$ cat src/rtl/phy_strp_pkg.sv
// Shared types and constants for the 32-to-8 byte serializer word path.
package phy_strp_pkg;

    typedef enum logic {
        IDLE = 1'b0,
        SEND = 1'b1
    } strp_state_t;

    localparam int WORD_W         = 32;
    localparam int BYTES_PER_WORD = 4;

endpackage

$ cat src/rtl/strp_word_sched_rr_arbiter.sv
// Combinational round-robin arbiter with an owner-continuation bypass.
module rr_arbiter #(
    parameter int NUM_REQ = 4,
    parameter int IDX_W   = $clog2(NUM_REQ)
) (
    input  logic [NUM_REQ-1:0] req,
    input  logic [IDX_W-1:0]   ptr,
    input  logic               hold_owner,
    input  logic [IDX_W-1:0]   owner,
    output logic [NUM_REQ-1:0] grant,
    output logic [IDX_W-1:0]   winner,
    output logic               found
);

    logic [IDX_W-1:0] cand;

    always_comb begin
        grant  = '0;
        winner = '0;
        found  = 1'b0;
        cand   = '0;
        if (hold_owner && req[owner]) begin
            winner = owner;
            found  = 1'b1;
        end else begin
            // First requester at or above the pointer, wrapping past NUM_REQ-1.
            for (int k = 0; k < NUM_REQ; k++) begin
                cand = IDX_W'((int'(ptr) + k) % NUM_REQ);
                if (!found && req[cand]) begin
                    winner = cand;
                    found  = 1'b1;
                end
            end
        end
        if (found)
            grant[winner] = 1'b1;
    end

endmodule

$ cat src/rtl/strp_word_sched.sv
// Round-robin word scheduler feeding the 32-to-8 serializer; each word is held for 4 byte slots.
// Optional macro STRP_IDLE_FILL_EN: keep valid_strp high with IDLE_WORD when no source is ready.
module strp_word_sched
    import phy_strp_pkg::*;
#(
    parameter int          NUM_REQ   = 4,
    parameter int          BURST_LEN = 4,
    parameter logic [31:0] IDLE_WORD = 32'h00000000,
    parameter int          IDX_W     = $clog2(NUM_REQ)
) (
    input  logic                  clk_4f,
    input  logic                  reset,
    input  logic [NUM_REQ-1:0]    req_valid,
    input  logic [32*NUM_REQ-1:0] req_data,
    output logic [NUM_REQ-1:0]    req_ready,
    output logic [31:0]           data_strp,
    output logic                  valid_strp,
    output logic [IDX_W-1:0]      grant_id,
    output logic [1:0]            phase
);

    localparam logic [1:0] LAST_PHASE = 2'(BYTES_PER_WORD - 1);

    strp_state_t      state;
    logic [3:0]       burst_cnt;
    logic [IDX_W-1:0] rr_ptr;

    logic               pop_slot;
    logic               hold_owner;
    logic [NUM_REQ-1:0] grant;
    logic [IDX_W-1:0]   winner;
    logic               found;
    logic [WORD_W-1:0]  words [NUM_REQ];

    always_comb begin
        for (int i = 0; i < NUM_REQ; i++)
            words[i] = req_data[WORD_W*i +: WORD_W];
    end

    assign pop_slot = (state == IDLE) || (phase == LAST_PHASE);
    // A zero burst count marks "no real owner", so an idle-fill word never continues.
    assign hold_owner = (state == SEND) && (burst_cnt != 4'd0) &&
                        (burst_cnt < 4'(BURST_LEN));

    rr_arbiter #(
        .NUM_REQ (NUM_REQ),
        .IDX_W   (IDX_W)
    ) u_arb (
        .req        (req_valid),
        .ptr        (rr_ptr),
        .hold_owner (hold_owner),
        .owner      (grant_id),
        .grant      (grant),
        .winner     (winner),
        .found      (found)
    );

    assign req_ready = (reset && pop_slot) ? grant : '0;

    always_ff @(posedge clk_4f) begin
        if (!reset) begin
            state      <= IDLE;
            valid_strp <= 1'b0;
            data_strp  <= '0;
            phase      <= 2'd0;
            grant_id   <= '0;
            rr_ptr     <= '0;
            burst_cnt  <= 4'd0;
        end else if (pop_slot) begin
            phase <= 2'd0;
            if (found) begin
                state      <= SEND;
                valid_strp <= 1'b1;
                data_strp  <= words[winner];
                grant_id   <= winner;
                if (hold_owner && winner == grant_id) begin
                    burst_cnt <= burst_cnt + 4'd1;
                end else begin
                    burst_cnt <= 4'd1;
                    rr_ptr    <= (winner == IDX_W'(NUM_REQ - 1)) ? '0 : winner + 1'b1;
                end
            end else begin
                burst_cnt <= 4'd0;
`ifdef STRP_IDLE_FILL_EN
                state      <= SEND;
                valid_strp <= 1'b1;
                data_strp  <= IDLE_WORD;
                grant_id   <= '0;
`else
                state      <= IDLE;
                valid_strp <= 1'b0;
`endif
            end
        end else begin
            phase <= phase + 2'd1;
        end
    end

endmodule

$ cat config.mk
export PLATFORM = sky130hd
export DESIGN_NAME = strp_word_sched
export DESIGN_NICKNAME = d
export VERILOG_FILES = /design/src/rtl/phy_strp_pkg.sv /design/src/rtl/strp_word_sched_rr_arbiter.sv /design/src/rtl/strp_word_sched.sv
export SDC_FILE = /design/constraint.sdc
export NUM_CORES = 1
export LEC_CHECK = 0
export BUFFER_PORTS_ARGS = -buffer_cell sky130_fd_sc_hd__buf_2
export CAP_MARGIN = 20
export CORE_MARGIN = 2
export CORE_UTILIZATION = 35
export CTS_BUF_LIST = sky130_fd_sc_hd__clkbuf_16
export DETAILED_ROUTE_END_ITERATION = 6
export PLACE_DENSITY_LB_ADDON = 0.2
export SLEW_MARGIN = 5
export SYNTH_ARGS = -nofsm -noshare
export SYNTH_HDL_FRONTEND = slang
export SYNTH_SLANG_ARGS = --single-unit
$ cat constraint.sdc
create_clock -name clk_4f -period 2.2 [get_ports clk_4f]
set_input_delay 0.11 -clock clk_4f [delete_from_list [all_inputs] [get_ports clk_4f]]
set_output_delay 0.11 -clock clk_4f [all_outputs]
set_load 0.01 [all_outputs]
=== Yosys cells after proc, flatten, opt, wreduce, memory -nomap -nowiden ===
Cells that the tools add are included.

* Add/subtract/negate cells: 6
* Magnitude comparators: 9
* Equal/unequal tests: 3
* Muxes and demuxes: 34
* Bitwise gates (word level): 4
* Reduce and logical (&&, ||, !) cells: 17

{| class="wikitable"
|+ Operators by type and width
! operator !! number
|-
| 32-bit binary-select mux with 2-bit select || 1
|-
| 32-bit two-way mux || 2
|-
| 2-bit by 3-bit < comparator with 1-bit output, second input constant || 6
|-
| 4-bit two-way mux || 4
|-
| 1-bit two-way mux || 15
|-
| 2-bit two-way mux || 6
|-
| 1-bit binary-select mux with 2-bit select || 5
|-
| 1-bit logical AND || 9
|-
| 2-bit by 1-bit adder with 2-bit output, second input constant || 3
|-
| 2-bit adder, second input constant || 2
|-
| 4-bit by 1-bit adder with 4-bit output, second input constant || 1
|-
| 2-bit == test, second input constant || 2
|-
| 4-bit by 3-bit < comparator with 1-bit output, second input constant || 1
|-
| 4-bit nonzero test || 1
|-
| 3-bit >= comparator, second input constant || 1
|-
| 1-bit logical NOT || 3
|-
| 1-bit inverter || 3
|-
| 2-bit inverter with 3-bit output || 1
|-
| 3-bit AND reduction || 1
|-
| 1-bit demux with 2-bit select || 1
|-
| 2-bit == test || 1
|-
| 2-bit by 1-bit >= comparator with 1-bit output, second input constant || 1
|-
| 2-bit AND reduction || 1
|-
| 2-bit OR reduction || 1
|-
| 1-bit logical OR || 1
|}

* Register bits after elaboration: 43
* Input port bits: 134
* Output and inout bits: 41

=== Logic depth before layout (Yosys ltp) ===
* Depth in word-level cells: 23
* Depth in mapped cells: 12

=== Cells and area by module ===
From an unflattened synthesis, not the netlist that was laid out.

* Cell total of the unflattened synthesis: 203
* Area, all modules: 2462.4 um^2

{| class="wikitable"
|+ By module, submodules not included
! module !! times used !! cells each !! area each (um^2) !! sequential area each (um^2)
|-
| strp_word_sched || 1 || 170 || 2238.4 || 860.8
|-
| rr_arbiter || 1 || 33 || 224.0 || 0.0
|}

=== Worst setup path after synthesis ===
Ideal clock, no wire load.

* Path type: flip-flop to flip-flop
* Start point: reg grant_id[1]
* End point: reg rr_ptr[1]
* Library setup time: 0.116 ns
* Arrival time: 2.357 ns
* Slack: -0.273 ns
* Cell stages (with the launch flop): 10
* Clock period less this slack: 2.473 ns
* Path through: dfxtp_1 mux4_2 and2_1 o41a_1 inv_2 buf_6 buf_2 ha_1 mux2i_1 nor2b_1

* Cells in the longest elaborated chain, start to end: 8
* Elaborated cells between the ends (all ways): 12

{| class="wikitable"
|+ Ends and longest elaborated chain
! what !! RTL line !! source
|-
| from (decl) || strp_word_sched.sv:18 || <nowiki>output logic [IDX_W-1:0] grant_id,</nowiki>
|-
| from (signal assigned) || strp_word_sched.sv:75 || <nowiki>grant_id <= winner;</nowiki>
|-
| 1-bit binary-select mux with 2-bit select * || strp_word_sched_rr_arbiter.sv:22 || <nowiki>if (hold_owner && req[owner]) begin</nowiki>
|-
| 1-bit two-way mux (implied by the code) * || strp_word_sched_rr_arbiter.sv:22 ||
|-
| 1-bit logical AND * || strp_word_sched_rr_arbiter.sv:22 ||
|-
| 2-bit two-way mux * || strp_word_sched_rr_arbiter.sv:22 ||
|-
| named net u_arb.winner[0] || strp_word_sched_rr_arbiter.sv:11 || <nowiki>output logic [IDX_W-1:0] winner,</nowiki>
|-
| 2-bit == test || strp_word_sched.sv:76 || <nowiki>if (hold_owner && winner == grant_id) begin</nowiki>
|-
| 1-bit logical AND || strp_word_sched.sv:76 ||
|-
| 1-bit inverter (no source line) || -- ||
|-
| 3-bit AND reduction (no source line) || -- ||
|-
| to (signal assigned) || strp_word_sched.sv:80 || <nowiki>rr_ptr <= (winner == IDX_W'(NUM_REQ - 1)) ? '0 : winner + 1'b1;</nowiki>
|-
| to (decl) || strp_word_sched.sv:26 || <nowiki>logic [IDX_W-1:0] rr_ptr;</nowiki>
|}

The timed path passes the listed nets; every way through them passes the cells marked *. The select of a mux whose other input is x is not followed.
A chain may end at the register's enable or synchronous reset.

=== Final worst setup path ===
* Start point: reg grant_id[1]
* End point: out req_ready[3]

* Cells in the longest elaborated chain, start to end: 10
* Elaborated cells between the ends (all ways): 12

{| class="wikitable"
|+ Ends and longest elaborated chain
! what !! RTL line !! source
|-
| 1-bit binary-select mux with 2-bit select || strp_word_sched_rr_arbiter.sv:22 ||
|-
| 1-bit two-way mux (implied by the code) || strp_word_sched_rr_arbiter.sv:22 ||
|-
| 1-bit logical AND || strp_word_sched_rr_arbiter.sv:22 ||
|-
| 2-bit two-way mux || strp_word_sched_rr_arbiter.sv:22 ||
|-
| 2-bit by 3-bit < comparator with 1-bit output (implied by the code) / 2-bit by 1-bit >= comparator with 1-bit output (equally long branches) || strp_word_sched_rr_arbiter.sv:36 || <nowiki>grant[winner] = 1'b1;</nowiki>
|-
| 1-bit logical AND (implied by the code) || strp_word_sched_rr_arbiter.sv:36 ||
|-
| 1-bit two-way mux (implied by the code) || strp_word_sched_rr_arbiter.sv:36 ||
|-
| 1-bit demux with 2-bit select || -- ||
|-
| 4-bit two-way mux * || strp_word_sched_rr_arbiter.sv:35 || <nowiki>if (found)</nowiki>
|-
| 4-bit two-way mux * || strp_word_sched.sv:58 || <nowiki>assign req_ready = (reset && pop_slot) ? grant : '0;</nowiki>
|-
| to (decl) || strp_word_sched.sv:15 || <nowiki>output logic [NUM_REQ-1:0] req_ready,</nowiki>
|}

Every way passes the cells marked *; elsewhere a longest branch is shown, timed or not. The select of a mux whose other input is x is not followed.

==> impl_results.md <==
* Min-Delay Path Depth at 3
* Final hold slack at about 0.085 ns
* Final slew viol count at 0
* Drt pass-1 iters at 4
* Clk_skew at 0.00306 ns
* R2r setup slk at -0.15 ns
* Hold WC Path Type: input pin to register
* Seq cells post-synth at 43
* Cell row count at 31
* First-pass GRT wire length at about 15 mm
* Initial antenna violation count at 0
* Status: finished with violations
* Routability cong. at 0.884
* Crit. End Element: primary output
* Largest net degree at the start of global routing at 48
* Fmax at around 0.42 GHz
* Clock Sinks at 43
* Synth Area in Compound Gates at 21.4%
* Worst Hold End: data_strp[11]
* Hold_sp: req_data[107]
* Final setup viols at 37
* Sequential share of the synthesized area at about a third
* Maximum ir drop on the vdd rail at approximately 0.0004 V
* Die Wd at just over 90 um
* Critical Path RT at between 2 and 2.5 ns
* Antenna Nets Post-Route at 0
* Final Hold Vio Count at 0
* Total GRT Usage at a little under a quarter
* Post-synthesis mux area share at 2.43%
* Static Leak at about 2.2 nW
* Post-DR wirelength/cell at between 10 and 15 um
* PwrDens at ~670 mW/mm^2
* Seq. cell area at about 870 sq um
* Vias in the first global route at 3,377
* Initial DRC Count at approximately 100
* DP Wirelength at roughly 6.5 mm
* Layout cell share with drive strength beyond 1 at 48.3%
* Hold-fix buffers, CTS at 0
* Critical path arrival at 2.25 ns
* Worst Max-Slew Pin Slew at 0.745 ns
* Max FO, Critical Path at 4
* DP Area at between 0.003 and 0.004 sq mm
* Largest family of logic cells by synthesized area: simple AND/OR/NAND/NOR gates
* Drt drc at 0
* Maximum capacitance violations at 0
* Final Cycle Share at 107%
* Fillers at 675
* Ys flop type: dfxtp_1
* Area leader, netlist: dfxtp_1
* # IOs at around 180
* Yosys top cell area share at 32.7%
* Post-Synth Simple-Gate Area at between 30% and 40%
* Critical Setup Path Class: register to primary output
* Violated checks: setup timing
* Post-Route Setup TNS at -2.87 ns
* Pre-CTS setup slack at -0.134 ns
* Syn_nets at 514
* Total gr overflow at 0
* Synth Area in Adders at 3.33%
* R2R Path End: data_strp[8]
* Core area at about 0.0073 sq mm
* Detailed Route WL at 9.95 mm
* Via count at 3,476
* Fin util at 60.9%
* YS warnings at 0
* Syn avg cell area at a little over 7 sq um
* Period minus WS final at 2.36 ns
* Crit start category: register
* H-tree Lvls at 2
* Syn Inst Count at between 300 and 400
* Xor/xnor share of the synthesized area at 0%
* CTS root buf: clkbuf_16
* Final WS setup at -0.156 ns
* Area delta synth->final at 67.9%
* Final net count at roughly 710
* Die ar. at between 0.008 and 0.009 sq mm
* FF-to-FF path depth at 10
* Final Cell Area at around 0.0044 sq mm
* Area of the multi-input gates at around 0.0018 sq mm
* Worst r2r src: grant_id[1]
* Clock Latency Late Sink at ~0.28 ns
* Via density at around 5.2
* Synth area leaders: dfxtp_1 (33%), nand2_1 (20%), a311oi_1 (11%)
* Post-synth EDFFs at 0
* Clk slew on worst S/H paths at approximately 0.060 ns
* CTS tree: done
* Post-synthesis async set-or-reset flop share at 0%
* IO buf count at between 150 and 200
* Cell area after synthesis at 0.00263 sq mm
* Starting Density at roughly 36%
* Setup repair after global routing missed its margin: true
* Cell variety after synth at 34
* Die Y at between 90 and 100 um
* Antenna diodes at 0
* Num CTS Buffers at 5
* Clock Tree Buf Depth at 2
* Slew margin rel. at roughly half
==> registers in the layout, summed over array words and instances, names as in the netlist <==
register,cells
burst_cnt,4
data_strp,32
grant_id,2
phase,2
rr_ptr,2
state,1
==> Yosys cell counts, types with 2 or more instances <==
master,count
nand3_1,2
nand2_1,137
and3_1,38
mux2i_1,3
nor2_1,7
inv_1,7
a311oi_1,33
clkbuf_1,20
buf_2,7
nor2b_1,4
dfxtp_1,43
a211oi_1,2
and2_1,2
nor3_1,2
nand2b_1,3
nor4_1,2
ha_1,7
buf_6,2
a21oi_1,4
o21ai_0,34
==> power breakdown <==
part	leakage, nW	internal [mW]	switching (mW)
clock	0.0733	0.414	0.304
sequential	0.358	0.875	0.0502
combinational	1.80	0.669	0.668
total	2.23	1.96	1.02
==> worst max-delay path, cell delays in order (launching register included) <==
cell,delay [ns]
dfxtp_4,0.35
mux4_2,0.51
and2_4,0.16
o41a_4,0.38
clkinv_4,0.08
buf_12,0.11
ha_4,0.12
and3_4,0.17
buf_6,0.10
==> cell type report <==
cell class	count	area share, %
clock buffers	5	2.83
clock inverters	3	0.340
inverters	8	0.793
multi-input cells	292	41.8
flip-flops and latches	43	19.6
well taps	99	2.80
repair buffers	218	31.8
==> layer usage <==
metal	up-vias	wire (um)	track usage, %
met5	-	0	0
met4	0	248	9.87
met3	22	718	5.43
met2	148	4960	37.3
met1	1605	4030	27.9
li1	1701	-	-
==> kinds of logic (layout without fill, tap and decap cells) <==
family | count (synthesis) | count (layout)
simple gates | 199 | 199
buf+inv | 38 | 234
compound gates | 81 | 81
fa+ha+maj | 7 | 7
flops | 43 | 43
mux | 5 | 5
==> how the worst max path moves through the flow <==
stage / start / endpoint / slack (ns)
after CTS: grant_id[1] / req_ready[1] / -0.26
after floorplan: grant_id[1] / rr_ptr[1] / -0.02
after global routing: burst_cnt[1] / req_ready[3] / -0.23
after detailed placement: grant_id[1] / data_strp[22] / -0.13
after global placement: grant_id[1] / data_strp[6] / -0.08
final: grant_id[1] / req_ready[3] / -0.16
==> stage by stage <==
stage / total power, mW / cells
2_1_floorplan: 1.51 / 373
3_3_place_gp: 1.94 / 644
3_5_place_dp: 1.95 / 644
4_1_cts: 2.78 / 657
5_1_grt: 3.16 / 668
6_report: 2.98 / 668
==> layout by cell type (no fill, tap or decap), types with 2 or more instances in the layout <==
master | Yosys | layout
buf_2 | 7 | 172
nand2_1 | 137 | 131
dfxtp_1 | 43 | 40
o21ai_0 | 34 | 33
and3_1 | 38 | 30
buf_4 | 0 | 27
a311oi_1 | 33 | 22
a311oi_2 | 0 | 11
and3_4 | 0 | 8
clkbuf_16 | 0 | 7
buf_6 | 2 | 7
buf_12 | 0 | 7
nand2_2 | 0 | 6
inv_1 | 7 | 5
nor2_1 | 7 | 5
ha_4 | 0 | 5
nor2b_1 | 4 | 4
nand2b_1 | 3 | 3
mux2i_1 | 3 | 3
clkinv_2 | 0 | 3
a21oi_1 | 4 | 2
a211oi_2 | 0 | 2
a21oi_2 | 0 | 2
nand3_1 | 2 | 2
inv_2 | 1 | 2
nor4_1 | 2 | 2
nor2_2 | 0 | 2
ha_1 | 7 | 2
dfxtp_2 | 0 | 2
buf_16 | 0 | 2
==> what timing repair did <==
| action | CTS | global route |
|---|---|---|
| resized for setup | 14 | 56 |
| pin swaps | 1 | 13 |
| cloned | 2 | 2 |
| buffers inserted | 3 | 9 |
| endpoints found under the setup margin | 38 | 40 |
(Power assumes the default switching activity.)
